==> src/rtl/cond_exec_if.sv <==
// Decode/result/execute bundle for the conditional-execution controller.
// slave = controller side, master = driver of decode and result bus.
interface cond_exec_if #(
  parameter int OP_W = 2
) ();
  logic            id_valid;
  logic            id_ready;
  logic            id_rtype;
  logic            id_c_in;
  logic            id_z_in;
  logic            id_c_wr;
  logic            id_z_wr;
  logic [OP_W-1:0] id_alu_op;
  logic            ex_hold;
  logic            flush;
  logic            res_valid;
  logic            res_c_wr;
  logic            res_z_wr;
  logic            res_carry;
  logic            res_zero;
  logic            ex_valid;
  logic [OP_W-1:0] ex_alu_op;
  logic            ex_c_wr;
  logic            ex_z_wr;
  logic            ex_squash;
  logic            flag_c;
  logic            flag_z;

  modport slave (
    input  id_valid, id_rtype, id_c_in, id_z_in,
    input  id_c_wr, id_z_wr, id_alu_op,
    input  ex_hold, flush,
    input  res_valid, res_c_wr, res_z_wr,
    input  res_carry, res_zero,
    output id_ready,
    output ex_valid, ex_alu_op, ex_c_wr, ex_z_wr,
    output ex_squash, flag_c, flag_z
  );

  modport master (
    output id_valid, id_rtype, id_c_in, id_z_in,
    output id_c_wr, id_z_wr, id_alu_op,
    output ex_hold, flush,
    output res_valid, res_c_wr, res_z_wr,
    output res_carry, res_zero,
    input  id_ready,
    input  ex_valid, ex_alu_op, ex_c_wr, ex_z_wr,
    input  ex_squash, flag_c, flag_z
  );
endinterface

==> src/rtl/cond_exec_ctrl.sv <==
// ID->EX conditional-execution controller: C/Z flags, writer tracking, squash.
// Optional macro FLAG_FWD_EN enables flag forwarding from the result bus.
module cond_exec_ctrl #(
  parameter int              OP_W         = 2,
  parameter logic [OP_W-1:0] NOP_OP       = {OP_W{1'b1}},
  parameter int              MAX_INFLIGHT = 3
) (
  input logic      clk,
  input logic      rst,
  cond_exec_if.slave bus
);
  localparam int CW = $clog2(MAX_INFLIGHT + 1);
  localparam logic [CW-1:0] PMAX = CW'(MAX_INFLIGHT);
  localparam logic [CW-1:0] PONE = CW'(1);
  localparam logic [CW-1:0] PZERO = '0;

  logic [CW-1:0] pend_c;
  logic [CW-1:0] pend_z;
  logic          flag_c_q;
  logic          flag_z_q;

  logic need_c;
  logic need_z;
  logic dec_c;
  logic dec_z;
  logic c_known;
  logic z_known;
  logic eff_c;
  logic eff_z;
  logic hazard;
  logic full;
  logic ready;
  logic accept;
  logic squash;
  logic inc_c;
  logic inc_z;

  assign need_c = bus.id_rtype & bus.id_c_in & ~bus.id_z_in;
  assign need_z = bus.id_rtype & ~bus.id_c_in & bus.id_z_in;
  assign dec_c  = bus.res_valid & bus.res_c_wr;
  assign dec_z  = bus.res_valid & bus.res_z_wr;

`ifdef FLAG_FWD_EN
  // single outstanding writer retiring now: take its value off the bus
  assign c_known = (pend_c == PZERO) | ((pend_c == PONE) & dec_c);
  assign z_known = (pend_z == PZERO) | ((pend_z == PONE) & dec_z);
  assign eff_c   = (pend_c == PZERO) ? flag_c_q : bus.res_carry;
  assign eff_z   = (pend_z == PZERO) ? flag_z_q : bus.res_zero;
`else
  // flag is usable only once every writer has landed in the arch flag
  assign c_known = (pend_c == PZERO);
  assign z_known = (pend_z == PZERO);
  assign eff_c   = flag_c_q;
  assign eff_z   = flag_z_q;
`endif

  assign hazard = (need_c & ~c_known) | (need_z & ~z_known);
  assign full   = (bus.id_c_wr & (pend_c == PMAX) & ~dec_c)
                | (bus.id_z_wr & (pend_z == PMAX) & ~dec_z);
  assign ready  = ~bus.ex_hold & ~bus.flush & ~hazard & ~full;
  assign accept = bus.id_valid & ready;
  assign squash = (need_c & ~eff_c) | (need_z & ~eff_z);
  assign inc_c  = accept & ~squash & bus.id_c_wr;
  assign inc_z  = accept & ~squash & bus.id_z_wr;

  assign bus.id_ready = ready;
  assign bus.flag_c   = flag_c_q;
  assign bus.flag_z   = flag_z_q;

  // outstanding flag-writer counters, cleared by flush, floor at zero
  always_ff @(posedge clk or posedge rst) begin
    if (rst) begin
      pend_c <= '0;
      pend_z <= '0;
    end else if (bus.flush) begin
      pend_c <= '0;
      pend_z <= '0;
    end else begin
      if (inc_c && !dec_c)
        pend_c <= pend_c + PONE;
      else if (!inc_c && dec_c && pend_c != PZERO)
        pend_c <= pend_c - PONE;
      if (inc_z && !dec_z)
        pend_z <= pend_z + PONE;
      else if (!inc_z && dec_z && pend_z != PZERO)
        pend_z <= pend_z - PONE;
    end
  end

  // architectural flags follow the result bus, independent per flag
  always_ff @(posedge clk or posedge rst) begin
    if (rst) begin
      flag_c_q <= 1'b0;
      flag_z_q <= 1'b0;
    end else begin
      if (dec_c) flag_c_q <= bus.res_carry;
      if (dec_z) flag_z_q <= bus.res_zero;
    end
  end

  // EX stage register: issue, squash to NOP, bubble, or hold
  always_ff @(posedge clk or posedge rst) begin
    if (rst) begin
      bus.ex_valid  <= 1'b0;
      bus.ex_alu_op <= NOP_OP;
      bus.ex_c_wr   <= 1'b0;
      bus.ex_z_wr   <= 1'b0;
      bus.ex_squash <= 1'b0;
    end else if (bus.flush || (!accept && !bus.ex_hold)) begin
      bus.ex_valid  <= 1'b0;
      bus.ex_alu_op <= NOP_OP;
      bus.ex_c_wr   <= 1'b0;
      bus.ex_z_wr   <= 1'b0;
      bus.ex_squash <= 1'b0;
    end else if (accept) begin
      bus.ex_valid  <= 1'b1;
      bus.ex_alu_op <= squash ? NOP_OP : bus.id_alu_op;
      bus.ex_c_wr   <= bus.id_c_wr & ~squash;
      bus.ex_z_wr   <= bus.id_z_wr & ~squash;
      bus.ex_squash <= squash;
    end
  end
endmodule
==> src/flat_wrapper.sv <==
// flat-port wrapper written by rule: the top's interface ports become plain ports
module cond_exec_ctrl_flat 
#(
  parameter int              OP_W         = 2,
  parameter logic [OP_W-1:0] NOP_OP       = {OP_W{1'b1}},
  parameter int              MAX_INFLIGHT = 3
)
  (clk, rst, bus_id_valid, bus_id_rtype, bus_id_c_in, bus_id_z_in, bus_id_c_wr, bus_id_z_wr, bus_id_alu_op, bus_ex_hold, bus_flush, bus_res_valid, bus_res_c_wr, bus_res_z_wr, bus_res_carry, bus_res_zero, bus_id_ready, bus_ex_valid, bus_ex_alu_op, bus_ex_c_wr, bus_ex_z_wr, bus_ex_squash, bus_flag_c, bus_flag_z);
  cond_exec_if #(.OP_W(OP_W)) bus_i ();
  input logic clk;
  input logic rst;
  input wire logic [$bits(bus_i.id_valid)-1:0] bus_id_valid;
  input wire logic [$bits(bus_i.id_rtype)-1:0] bus_id_rtype;
  input wire logic [$bits(bus_i.id_c_in)-1:0] bus_id_c_in;
  input wire logic [$bits(bus_i.id_z_in)-1:0] bus_id_z_in;
  input wire logic [$bits(bus_i.id_c_wr)-1:0] bus_id_c_wr;
  input wire logic [$bits(bus_i.id_z_wr)-1:0] bus_id_z_wr;
  input wire logic [$bits(bus_i.id_alu_op)-1:0] bus_id_alu_op;
  input wire logic [$bits(bus_i.ex_hold)-1:0] bus_ex_hold;
  input wire logic [$bits(bus_i.flush)-1:0] bus_flush;
  input wire logic [$bits(bus_i.res_valid)-1:0] bus_res_valid;
  input wire logic [$bits(bus_i.res_c_wr)-1:0] bus_res_c_wr;
  input wire logic [$bits(bus_i.res_z_wr)-1:0] bus_res_z_wr;
  input wire logic [$bits(bus_i.res_carry)-1:0] bus_res_carry;
  input wire logic [$bits(bus_i.res_zero)-1:0] bus_res_zero;
  output wire logic [$bits(bus_i.id_ready)-1:0] bus_id_ready;
  output wire logic [$bits(bus_i.ex_valid)-1:0] bus_ex_valid;
  output wire logic [$bits(bus_i.ex_alu_op)-1:0] bus_ex_alu_op;
  output wire logic [$bits(bus_i.ex_c_wr)-1:0] bus_ex_c_wr;
  output wire logic [$bits(bus_i.ex_z_wr)-1:0] bus_ex_z_wr;
  output wire logic [$bits(bus_i.ex_squash)-1:0] bus_ex_squash;
  output wire logic [$bits(bus_i.flag_c)-1:0] bus_flag_c;
  output wire logic [$bits(bus_i.flag_z)-1:0] bus_flag_z;
  assign bus_i.id_valid = bus_id_valid;
  assign bus_i.id_rtype = bus_id_rtype;
  assign bus_i.id_c_in = bus_id_c_in;
  assign bus_i.id_z_in = bus_id_z_in;
  assign bus_i.id_c_wr = bus_id_c_wr;
  assign bus_i.id_z_wr = bus_id_z_wr;
  assign bus_i.id_alu_op = bus_id_alu_op;
  assign bus_i.ex_hold = bus_ex_hold;
  assign bus_i.flush = bus_flush;
  assign bus_i.res_valid = bus_res_valid;
  assign bus_i.res_c_wr = bus_res_c_wr;
  assign bus_i.res_z_wr = bus_res_z_wr;
  assign bus_i.res_carry = bus_res_carry;
  assign bus_i.res_zero = bus_res_zero;
  assign bus_id_ready = bus_i.id_ready;
  assign bus_ex_valid = bus_i.ex_valid;
  assign bus_ex_alu_op = bus_i.ex_alu_op;
  assign bus_ex_c_wr = bus_i.ex_c_wr;
  assign bus_ex_z_wr = bus_i.ex_z_wr;
  assign bus_ex_squash = bus_i.ex_squash;
  assign bus_flag_c = bus_i.flag_c;
  assign bus_flag_z = bus_i.flag_z;
  cond_exec_ctrl #(.OP_W(OP_W), .NOP_OP(NOP_OP), .MAX_INFLIGHT(MAX_INFLIGHT)) u_core (.clk(clk), .rst(rst), .bus(bus_i));
endmodule
==> config.mk <==
export PLATFORM = sky130hd
export DESIGN_NAME = cond_exec_ctrl_flat
export DESIGN_NICKNAME = d
export VERILOG_FILES = /design/src/rtl/cond_exec_if.sv /design/src/rtl/cond_exec_ctrl.sv /design/src/flat_wrapper.sv
export SDC_FILE = /design/constraint.sdc
export NUM_CORES = 1
export LEC_CHECK = 0
export CORE_MARGIN = 2
export CORE_UTILIZATION = 47
export CTS_CLUSTER_SIZE = 28
export DETAILED_ROUTE_END_ITERATION = 10
export GPL_TIMING_DRIVEN = 0
export PLACE_DENSITY = 0.85
export RECOVER_POWER = 25
export SLEW_MARGIN = 20
export SYNTH_ARGS = -nofsm -noshare
export SYNTH_HDL_FRONTEND = slang
export SYNTH_SLANG_ARGS = --single-unit
==> constraint.sdc <==
create_clock -name clk -period 3.87 [get_ports clk]
set_input_delay 0.9675 -clock clk [delete_from_list [all_inputs] [get_ports clk]]
set_output_delay 0.9675 -clock clk [all_outputs]
set_load 0.03 [all_outputs]
==> metrics.txt <==
WL final 1.74 mm; DR vias/cell 5.73; CTS H-tree lvls 1; fin crit share 0.936; Final Slew Violations 0; Crit. Startpoint bus_res_valid; crit path capture type output port; vias in the first global route 640; final std cells w/o fill approximately 120; main combinational cell family by area after synthesis simple AND/OR/NAND/NOR gates; fraction of layout cells with a size suffix above 1 0.214; pre-CTS WS -0.0332 ns; Final setup viols 0; Ys Warns 0; Post-Synthesis Cell Area 747 um^2; Seq cells post-synth 12; net count after synthesis 91; worst vdd ir 0.000240 V; DRC 0; Crit Path Class input pin to output port; first-pass GRT wire length 2.71 mm; mux share of post-synthesis cell area 0.0302; Hold Crit Class register to register; DRT Pass-1 Iters 4; initial core utilization 0.496; Post-Synth Adder-Cell Area 0; leakage power roughly 0.41 nW; antenna violations before repair 0; Port Buffer Count 25; fin worst setup slack 0.246 ns; PD cells approximately 300 mW/mm^2; Hold Fails Final Rpt 0; Layout Nets 121; post-layout instance area 0.00105 mm^2; die height 43.9 um; Area growth, synth to finish 40.9%; I/O pins 26; status finished clean; area fraction in compound gates after synthesis 0.246; commonest cells after routing, fill and taps aside 23 x clkdlybuf4s50_1, 10 x nand2_1, 10 x dfrtp_1; power after layout 0.312 mW; Setup crit end bus_id_ready; final core occ 0.699; HPWL after DPL 1.36 mm; Overflow after GRT 0; CTS tree yes; internal reg-to-reg setup slack 2.15 ns; row count 14; Worst Skew 0.00984 ns; Die ar. 0.00192 mm^2; worst-margin pin slew around 0.46 ns; Seq/Total Area, Yosys 0.405; ANT cells 0; routed len/inst between 10 and 15 um; Max Fanout on Critical Path 10; mean post-synth cell area 10.1 um^2; Iteration-0 DRC Markers 4; Reg2Reg Depth 5; worst skew pair latency 0.28 ns; Vias 682; largest net degree at the start of global routing 13; Placed Instances 115; worst r2r src u_core.pend_c[0]; max frequency 276 MHz; placed cell area 0.00102 mm^2; DRT antenna net count 0; Core Region 0.00151 mm^2; Worst setup SP type input pin; worst r2r dst u_core.pend_c[1]; max_cap viols 0; Synth Area in Simple Gates 0.288; Max clock buf depth 2; hold buffers post-CTS 0; Synth Area in XOR/XNOR 0; Mapped Cells 74; RSZ-0062 raised after global routing no; CTS clk-pin slew, worst paths 0.07 ns; leading cell type in the layout, fill and taps excluded clkdlybuf4s50_1; worst endpoint required time 2.90 ns; clk sink count 12; gr usage total 0.196; Die W 43.9 um; Final min period 3.62 ns; Max-slew headroom 0.695; Critical Path AT 2.66 ns; CTS buffer count 3; distinct cell type count after synthesis 32; final RePlAce weighted congestion 0.759; Root Driver clkbuf_4
where the power goes:
part | switching, mW | internal (mW)
registers | 0.00495 | 0.132
clock network | 0.0425 | 0.0572
logic | 0.0392 | 0.0370
cells by family (layout without fill, tap and decap cells):
kind of cell    Yosys count  in the layout
compound gates           20             20
mux                       2              2
flops                    12             12
simple gates             36             36
buf+inv                   4             33
flip-flops by register name, summed over array words and instances (netlist names):
signal                flops
u_core.bus.ex_squash      1
u_core.pend_c             2
u_core.bus.ex_alu_op      2
u_core.pend_z             2
u_core.bus.flag_z         1
u_core.bus.ex_c_wr        1
u_core.bus.ex_valid       1
u_core.bus.ex_z_wr        1
u_core.bus.flag_c         1
worst min path at each step:
stage | from | endpoint | slack, ns | cells after the start
after floorplan | u_core.bus.ex_alu_op[0] | u_core.bus.ex_alu_op[0] | 0.57 | 1
after global placement | u_core.bus.ex_c_wr | u_core.bus.ex_c_wr | 0.47 | 2
after detailed placement | u_core.bus.ex_squash | u_core.bus.ex_squash | 0.48 | 2
after CTS | u_core.bus.ex_c_wr | u_core.bus.ex_c_wr | 0.50 | 2
after global routing | u_core.bus.ex_c_wr | u_core.bus.ex_c_wr | 0.52 | 2
final | u_core.bus.ex_c_wr | u_core.bus.ex_c_wr | 0.49 | 2
critical path: stages:
cell and delay [ns]:
clkdlybuf4s50_1 0.58, nand2_2 0.14, nand4_1 0.11, and3_4 0.19, buf_6 0.13, and2_2 0.14, dlygate4sd2_1 0.39
final cells by class:
cell class              count  area [um^2]
repair buffers             25          249
flip-flops and latches     12          303
fillers                   126          454
plain buffers               2         15.0
well taps                  16         20.0
clock buffers               4         36.3
inverters                   2         7.51
multi-input cells          58          422
cell usage after synthesis:
| cell type | n | area share |
|---|---|---|
| nor2b_1 | 1 | 0.0084 |
| nand2b_1 | 1 | 0.0084 |
| nand2_4 | 1 | 0.015 |
| and2_2 | 1 | 0.010 |
| nand2_2 | 1 | 0.0084 |
| a31oi_1 | 2 | 0.017 |
| a211oi_2 | 2 | 0.033 |
| o32a_1 | 1 | 0.013 |
| nand4_1 | 5 | 0.042 |
| nor4b_1 | 2 | 0.023 |
| o22ai_2 | 1 | 0.017 |
| nor2_1 | 5 | 0.025 |
| nor2_2 | 1 | 0.0084 |
| nand3_1 | 1 | 0.0067 |
| o21ai_0 | 1 | 0.0067 |
| nor2_4 | 1 | 0.015 |
| buf_6 | 1 | 0.015 |
| a21oi_1 | 4 | 0.027 |
| a2111oi_2 | 2 | 0.040 |
| dfrtp_1 | 10 | 0.34 |
| mux2_2 | 2 | 0.030 |
| buf_1 | 1 | 0.0050 |
| or2b_1 | 4 | 0.040 |
| and3_4 | 1 | 0.015 |
| o22a_1 | 2 | 0.023 |
| dfstp_2 | 2 | 0.070 |
| or2b_2 | 1 | 0.012 |
| inv_1 | 2 | 0.010 |
| o32ai_2 | 1 | 0.022 |
| nand2_1 | 10 | 0.050 |
| o2bb2ai_1 | 2 | 0.023 |
| o311ai_1 | 2 | 0.023 |
stage by stage:
stage / hold slack, ns / setup TNS (ns)
final: 0.494 / 0
after global routing: 0.521 / 0
after CTS: 0.501 / 0
after detailed placement: 0.475 / -0.0332
after global placement: 0.471 / -0.0203
after floorplan: 0.572 / 0
per-layer routing:
| metal | up-vias | routed length [um] | GRT usage |
|---|---|---|---|
| met3 | 4 | 100 | 0.0708 |
| li1 | 337 | - | - |
| met2 | 16 | 861 | 0.335 |
| met1 | 325 | 755 | 0.234 |
| met5 | - | 0 | 0 |
| met4 | 0 | 22 | 0.0485 |
timing repair:
item | 4_1_cts | 5_1_grt
buffers inserted | 0 | 0
hold endpoints to repair | 0 | 0
setup endpoints to repair | 1 | 0
resized for setup | 1 | 0
(Power assumes the default switching activity.)
